$ cat src/rtl/m_seq_pkg.sv
`default_nettype none
// ============================================================================
//  Module   : m_seq_pkg
//  Brief    : Shared PN polynomial (x^6+x^5+1), checker state encoding and
//             next-word function used by m_seq and m_seq_check.
//  Revision : 1.0 - initial release
// ============================================================================
package m_seq_pkg;

  // PN word width and feedback tap positions of x^6 + x^5 + 1
  localparam int c_pn_width = 6;
  localparam int c_tap_hi   = 5;
  localparam int c_tap_lo   = 4;

  // Checker FSM states; encoding is visible on the debug state port
  typedef enum logic [1:0] {
    ST_IDLE   = 2'd0,
    ST_SEARCH = 2'd1,
    ST_LOCKED = 2'd2
  } state_t;

  // Next word of the sequence: shift left, feed back tap_hi ^ tap_lo into bit 0
  function automatic logic [c_pn_width-1:0] pn_next(input logic [c_pn_width-1:0] w);
    return {w[c_pn_width-2:0], w[c_tap_hi] ^ w[c_tap_lo]};
  endfunction

endpackage
`default_nettype wire

$ cat src/rtl/m_seq_check.sv
`default_nettype none
// ============================================================================
//  Module   : m_seq_check
//  Brief    : PN sequence checker. Seeds its predictor from the received
//             stream, declares lock after LOCK_CNT consecutive matches,
//             flywheels through isolated errors while locked and resyncs after
//             MISS_MAX consecutive mismatches. Counts errors seen in lock.
//  Options  : M_SEQ_CHECK_SATURATE_EN - err_count saturates instead of wrapping
//  Revision : 1.0 - initial release
// ============================================================================
module m_seq_check
  import m_seq_pkg::*;
#(
  parameter int N        = c_pn_width,
  parameter int LOCK_CNT = 4,
  parameter int MISS_MAX = 3,
  parameter int CNT_W    = 16
) (
  input  logic             clock,
  input  logic             new_Game_n,
  input  logic             pn_valid,
  input  logic [N-1:0]     pn_in,
  output logic             locked,
  output logic             err_pulse,
  output logic [CNT_W-1:0] err_count,
  output logic [1:0]       state
);

  localparam logic [3:0]       c_lock_cnt = 4'(LOCK_CNT);
  localparam logic [3:0]       c_miss_max = 4'(MISS_MAX);
  localparam logic [CNT_W-1:0] c_err_one  = CNT_W'(1);

  state_t         r_state;
  logic [N-1:0]   r_pred;
  logic [3:0]     r_match_run;
  logic [3:0]     r_miss_run;

  logic [N-1:0]     w_next_in;
  logic [N-1:0]     w_next_fly;
  logic             w_hit;
  logic [3:0]       w_match_inc;
  logic [3:0]       w_miss_inc;
  logic [CNT_W-1:0] w_err_next;

  // Reseed from the received word; flywheel advances the predictor on its own
  assign w_next_in   = pn_next(pn_in);
  assign w_next_fly  = pn_next(r_pred);
  assign w_hit       = (pn_in == r_pred);
  assign w_match_inc = r_match_run + 4'd1;
  assign w_miss_inc  = r_miss_run + 4'd1;

`ifdef M_SEQ_CHECK_SATURATE_EN
  assign w_err_next = (err_count == {CNT_W{1'b1}}) ? err_count : err_count + c_err_one;
`else
  assign w_err_next = err_count + c_err_one;
`endif

  assign state = r_state;

  // Seed / search / lock FSM with its run counters, error strobe and counter
  always_ff @(posedge clock or negedge new_Game_n) begin
    if (!new_Game_n) begin
      r_state     <= ST_IDLE;
      r_pred      <= '0;
      r_match_run <= '0;
      r_miss_run  <= '0;
      locked      <= 1'b0;
      err_pulse   <= 1'b0;
      err_count   <= '0;
    end else begin
      err_pulse <= 1'b0;
      if (pn_valid) begin
        case (r_state)
          ST_IDLE: begin
            // an all-zero word is the LFSR lock-up state and cannot seed
            if (pn_in != '0) begin
              r_pred      <= w_next_in;
              r_match_run <= '0;
              r_state     <= ST_SEARCH;
            end
          end
          ST_SEARCH: begin
            if (w_hit) begin
              r_match_run <= w_match_inc;
              r_pred      <= w_next_in;
              if (w_match_inc == c_lock_cnt) begin
                r_state    <= ST_LOCKED;
                locked     <= 1'b1;
                r_miss_run <= '0;
              end
            end else if (pn_in == '0) begin
              r_match_run <= '0;
              r_state     <= ST_IDLE;
            end else begin
              r_match_run <= '0;
              r_pred      <= w_next_in;
            end
          end
          ST_LOCKED: begin
            if (w_hit) begin
              r_pred     <= w_next_in;
              r_miss_run <= '0;
            end else begin
              err_pulse <= 1'b1;
              err_count <= w_err_next;
              if (w_miss_inc == c_miss_max) begin
                // too many misses in a row: drop lock and reseed from this word
                r_state     <= ST_SEARCH;
                locked      <= 1'b0;
                r_miss_run  <= '0;
                r_match_run <= '0;
                r_pred      <= w_next_in;
              end else begin
                r_miss_run <= w_miss_inc;
                r_pred     <= w_next_fly;
              end
            end
          end
          default: begin
            r_state <= ST_IDLE;
            locked  <= 1'b0;
          end
        endcase
      end
    end
  end

endmodule
`default_nettype wire

$ cat config.mk
export PLATFORM = sky130hd
export DESIGN_NAME = m_seq_check
export DESIGN_NICKNAME = d
export VERILOG_FILES = /design/src/rtl/m_seq_pkg.sv /design/src/rtl/m_seq_check.sv
export SDC_FILE = /design/constraint.sdc
export NUM_CORES = 1
export LEC_CHECK = 0
export ABC_AREA = 1
export BUFFER_PORTS_ARGS = -buffer_cell sky130_fd_sc_hd__buf_2
export CORE_ASPECT_RATIO = 1.1
export CORE_UTILIZATION = 35
export DETAILED_ROUTE_END_ITERATION = 12
export PLACE_DENSITY = 0.59
export REMOVE_ABC_BUFFERS = 1
export SLEW_MARGIN = 20
export SYNTH_ARGS = -nofsm -noshare
export SYNTH_HDL_FRONTEND = slang
export SYNTH_SLANG_ARGS = --single-unit
$ cat constraint.sdc
create_clock -name clock -period 1.5 [get_ports clock]
set_input_delay 0.15 -clock clock [delete_from_list [all_inputs] [get_ports clock]]
set_output_delay 0.15 -clock clock [all_outputs]
set_load 0.05 [all_outputs]
# After elaboration in Yosys (flattened, before gate mapping)

Cells that the tools add are included.

Bits in latches: 0
Logic and storage cells: 69
Bits in writable memories: 0
Output and inout bits: 20
Register bits: 34
Input bits: 9
Memories: 0
Memory bits (read-only): 0

Equal/unequal tests: 13
Div/mod/pow operators: 0
Multipliers: 0
Order comparisons: 0
Bitwise logic cells: 4
Muxes and demuxes: 31
$add $sub $neg: 3
Shifts and indexed selects: 0
Reductions and logical operators: 11

Operator list:

| kind                    | number |
|---|---|
| $mux W4                 | 8 |
| $mux W6                 | 5 |
| $pmux W6 S3             | 1 |
| $add A16 B1 Y16 const B | 1 |
| $mux W2                 | 6 |
| $pmux W4 S3             | 1 |
| $reduce_and A6 Y1       | 2 |
| $ne A2 B2 Y1 const B    | 5 |
| $ne A3 B3 Y1 const B    | 3 |
| $add A4 B1 Y4 const B   | 2 |
| $pmux W4 S2             | 1 |
| $reduce_and A4 Y1       | 2 |
| $mux W1                 | 7 |
| $eq A6 B6 Y1            | 1 |
| $logic_not A6 Y1        | 1 |
| $pmux W2 S3             | 1 |
| $reduce_bool A6 Y1      | 1 |
| $reduce_and A5 Y1       | 1 |
| $eq A4 B2 Y1 const B    | 1 |
| $eq A4 B3 Y1 const B    | 1 |
| $pmux W1 S3             | 1 |
| $reduce_and A3 Y1       | 1 |
| $reduce_bool A3 Y1      | 1 |
| $eq A2 B1 Y1 const B    | 1 |
| other kinds (5)         | 7 |

# Depth between registers and ports, before layout

Word-level depth: 5
Depth in mapped cells: 11
Mapped depth without buffers: 11

# Worst setup path before layout

OpenSTA, ideal clock, no wires.

Path kind: register -> register
From: register err_count[0]
To: register err_count[14]
Cell stages (with the launch flop): 8
Setup slack: -308 ps
Arrival time: 1685 ps
Required time: 1377 ps
Cells stage by stage: dfrtp_1 > ha_1 > nand2_1 > nor2_1 > nand4_1 > nor2_4 > nand2_2 > xor2_1

Longest elaborated chain between the ends: 1

Ends and longest elaborated chain:

| item                   | line               | RTL |
|---|---|---|
| start, declared        | m_seq_check.sv:25  | `output logic [CNT_W-1:0] err_count,` |
| start signal, assigned | m_seq_check.sv:105 | `err_count <= w_err_next;` |
| $add A16 B1 Y16        | m_seq_check.sv:55  | `assign w_err_next = err_count + c_err_one;` |

No other way between the ends.
A chain may end at the register's enable or synchronous reset.

# Worst setup path in the final report

From: register r_miss_run[0]
To: register r_miss_run[1]

Longest elaborated chain between the ends: 5

Ends and longest elaborated chain:

| item                   | line               | RTL |
|---|---|---|
| start, declared        | m_seq_check.sv:36  | `logic [3:0] r_miss_run;` |
| start signal, assigned | m_seq_check.sv:114 | `r_miss_run <= w_miss_inc;` |
| $add A4 B1 Y4 (*)      | m_seq_check.sv:50  | `assign w_miss_inc = r_miss_run + 4'd1;` |
| $eq A4 B2 Y1           | m_seq_check.sv:106 | `if (w_miss_inc == c_miss_max) begin` |
| $mux W4 (*)            | m_seq_check.sv:106 |  |
| $mux W4 (*)            | m_seq_check.sv:100 | `if (w_hit) begin` |
| $pmux W4 S2 (*)        | m_seq_check.sv:73  | `case (r_state)` |

Mark *: on every way between the ends. The rest lies on a longest branch, timed or not.

==> out/results.ini <==
[synthesis]
synth_cell_types=28
synth_top_area_share_pct=40.3
ys.flop_type=dfrtp_1
yosys_warnings=0
syn_inst=281
ys_seq_area_share_pct=40.3
synth_area_leader_cell=dfrtp_1
yosys-top-cells-count=nand2_1 (102), dfrtp_1 (34), inv_1 (33), nand3_1 (21), nor2_1 (19)
syn-cell-area_sq_um=2110
syn_area_per_cell_sq_um=7.51
post-synth-top-count-cell=nand2_1
synthTopCellsByArea=dfrtp_1 (40%), nand2_1 (18%), inv_1 (5.9%)
async_reset_ff_share_pct=100
ys_ff_latch=34
synth_edf_count=0

[cells_and_area]
fin_area_sq_um=2970
layout-drive-gt1-share_pct=43.0
antenna_cells=0
area_growth_pct=40.8
nFillCells=569
num-nets-final=365

[setup_path]
cp.required_ns=1.72
regToRegEndpoint=r_miss_run[1]$_DFFE_PN0P_
crit_fanout=4
reg2reg_slack_ns=-0.004
crit_path_start=r_miss_run[0]$_DFFE_PN0P_
critPathKind=reg -> reg
start_kind=flip-flop
endpoint=r_miss_run[1]$_DFFE_PN0P_
crit_path_end_kind=flip-flop
worst_ep_arrival_time_ns=1.72
timing.rr.start=r_miss_run[0]$_DFFE_PN0P_
r2r_cells=9

[detailed_routing]
wirelength_microns=4810
drt-vias-per-instance=4.57
via_count=1958
detail_route.wl_per_cell_microns=11.2
firstDrtPassIters=4
drt_iter0_markers=87
drc=0
ant_nets=0

[global_route]
grt_pass1_wl_microns=8160
grt_pass1_vias=1827
grt_use_total_pct=15.9
antenna_found_initial=0
grt_max_degree=35
gr-total-overflow=0

[sta]
setup_viol=1
relSlewSlack_pct=70.3
fmax_mhz=665
period_minus_slack_ns=1.50
tightest_slew_ns=0.445
slew_violations=0
hold_viol_final=0
finClkSkew_ns=0.00690
rsz0062_at_grt=true
setup_ws_ns=-0.00437
finalSetupTns_ns=-0.00437
period_share_pct=100

[floorplan]
dieArea_sq_um=6340
io_pins=29
dieHeight_microns=83.4
fp.dieW_microns=76.0
rows=29
coreArea_sq_um=5810
initial_core_util_pct=36.3

[clocking]
clock-sinks=34
clockBufferDepth=2
path_clk_slew_ns=0.08
clkLatencyLatePin_ns=0.29
htree_levels=2
cts_made_buffers=5
cts_tree=built
root_buffer=clkbuf_8

[power]
pwr-share-clk_pct=26.4
power.switching_mw=1.04
p_per_area_nw_per_um2=932
swShare_pct=37.5
power.share.sequential_pct=37.7
power.internal_mw=1.73
comb_power_share_pct=35.9
ir_drop_mv=0.638
leakage_nw=1.51

[placement]
gp_congestion=0.802
place_area_sq_um=2560
place_ws_ns=-0.0458
io_buffer_count=28
dp.final_hpwl_microns=3300

[min_path]
min_path_type=in -> reg

[outcome]
status=finished with violations
failed_checks=negative setup slack

[run]
drv_cap=0

## sequential cells by signal, summed over array words and instances (netlist names)
name,count
err_count,16
err_pulse,1
locked,1
r_match_run,4
r_miss_run,4
r_pred,6
state,2
## how the worst min path moves through the flow
stage                     startpoint                  endpoint  cells after the start  slack [ns]
after floorplan           new_Game_n  err_count[0]$_DFFE_PN0P_                      0       -0.15
after global placement    new_Game_n     r_pred[5]$_DFFE_PN0P_                      2        0.22
after detailed placement  new_Game_n     r_pred[1]$_DFFE_PN0P_                      2        0.22
after CTS                   pn_valid        locked$_DFFE_PN0P_                      4        0.20
after global routing        pn_valid        locked$_DFFE_PN0P_                      4        0.23
final                       pn_valid        locked$_DFFE_PN0P_                      4        0.19
## repair_timing
item / CTS / global route
gates resized for setup: 13 / 65
hold endpoints to repair: 34 / 0
pin swaps: 3 / 34
cloned: 0 / 0
endpoints found under the setup margin: 29 / 29
hold buffers: 1 / 0
setup buffers: 4 / 4
## cell usage in the layout (no fill, tap or decap), drive strengths merged, types with 2 or more instances in the layout
cell type,count
nand3,23
xnor2,5
o21ai,9
dfrtp,34
clkbuf,6
nand2,108
nor2,26
nor3,7
buf,64
xor2,10
inv,37
ha,6
nand4,5
a21oi,3
clkinv,2
## cells by family (layout without fill, tap and decap cells)
family,after synthesis,after routing,share of synthesized area [%]
AND/OR/NAND/NOR,172,172,37.8
buffers and inverters,41,111,8.13
flip-flops,34,34,40.3
XOR/XNOR,15,15,6.23
AO/OA/AOI/OAI,13,13,3.97
adder cells (fa/ha/maj),6,6,3.56
## metrics by stage
step	utilization (%)	std cells	total power, mW	hold slack (ns)
global placement	44.1	412	1.87	0.223
finish	51.2	428	2.77	0.189
floorplan	-	278	1.57	-0.146
detailed placement	44.1	412	1.88	0.221
CTS	47.0	425	2.65	0.200
global route	51.2	428	2.94	0.233
## power by group through the flow
stage	clock [mW]	combinational, mW	sequential, mW
2_1_floorplan	0	0.355	1.21
3_3_place_gp	0	0.815	1.06
5_1_grt	0.792	1.09	1.05
3_5_place_dp	0	0.821	1.06
4_1_cts	0.757	0.854	1.04
6_report	0.731	0.992	1.04
## per-layer routing
metal  track usage (%)  vias up  part of all wire, %
met5                 0        -                    0
met4              4.20        0                 0.56
met3              3.63        2                  1.9
met2              27.5       17                   53
met1              20.0      929                   45
li1                  -     1010                    -
## critical path: stages, from the launching register on
cell and delay, ns:
dfrtp_2 0.45, ha_4 0.19, inv_1 0.05, nand2_1 0.06, nand3_2 0.09, nand2_2 0.06
nand2_4 0.13, nand2_8 0.08, or2_0 0.21, o21ai_1 0.12
## final cells by class
cell class              instances  area (sq um)  share of cell area [%]
clock buffers                   6          82.6                    2.78
clock inverters                 2          12.5                   0.421
well taps                      77          96.3                    3.24
multi-input cells             206          1310                    44.1
inverters                      38           153                    5.14
flip-flops and latches         34           852                    28.7
repair buffers                 65           464                    15.6
Note: power is estimated with default switching activity, not from simulation.
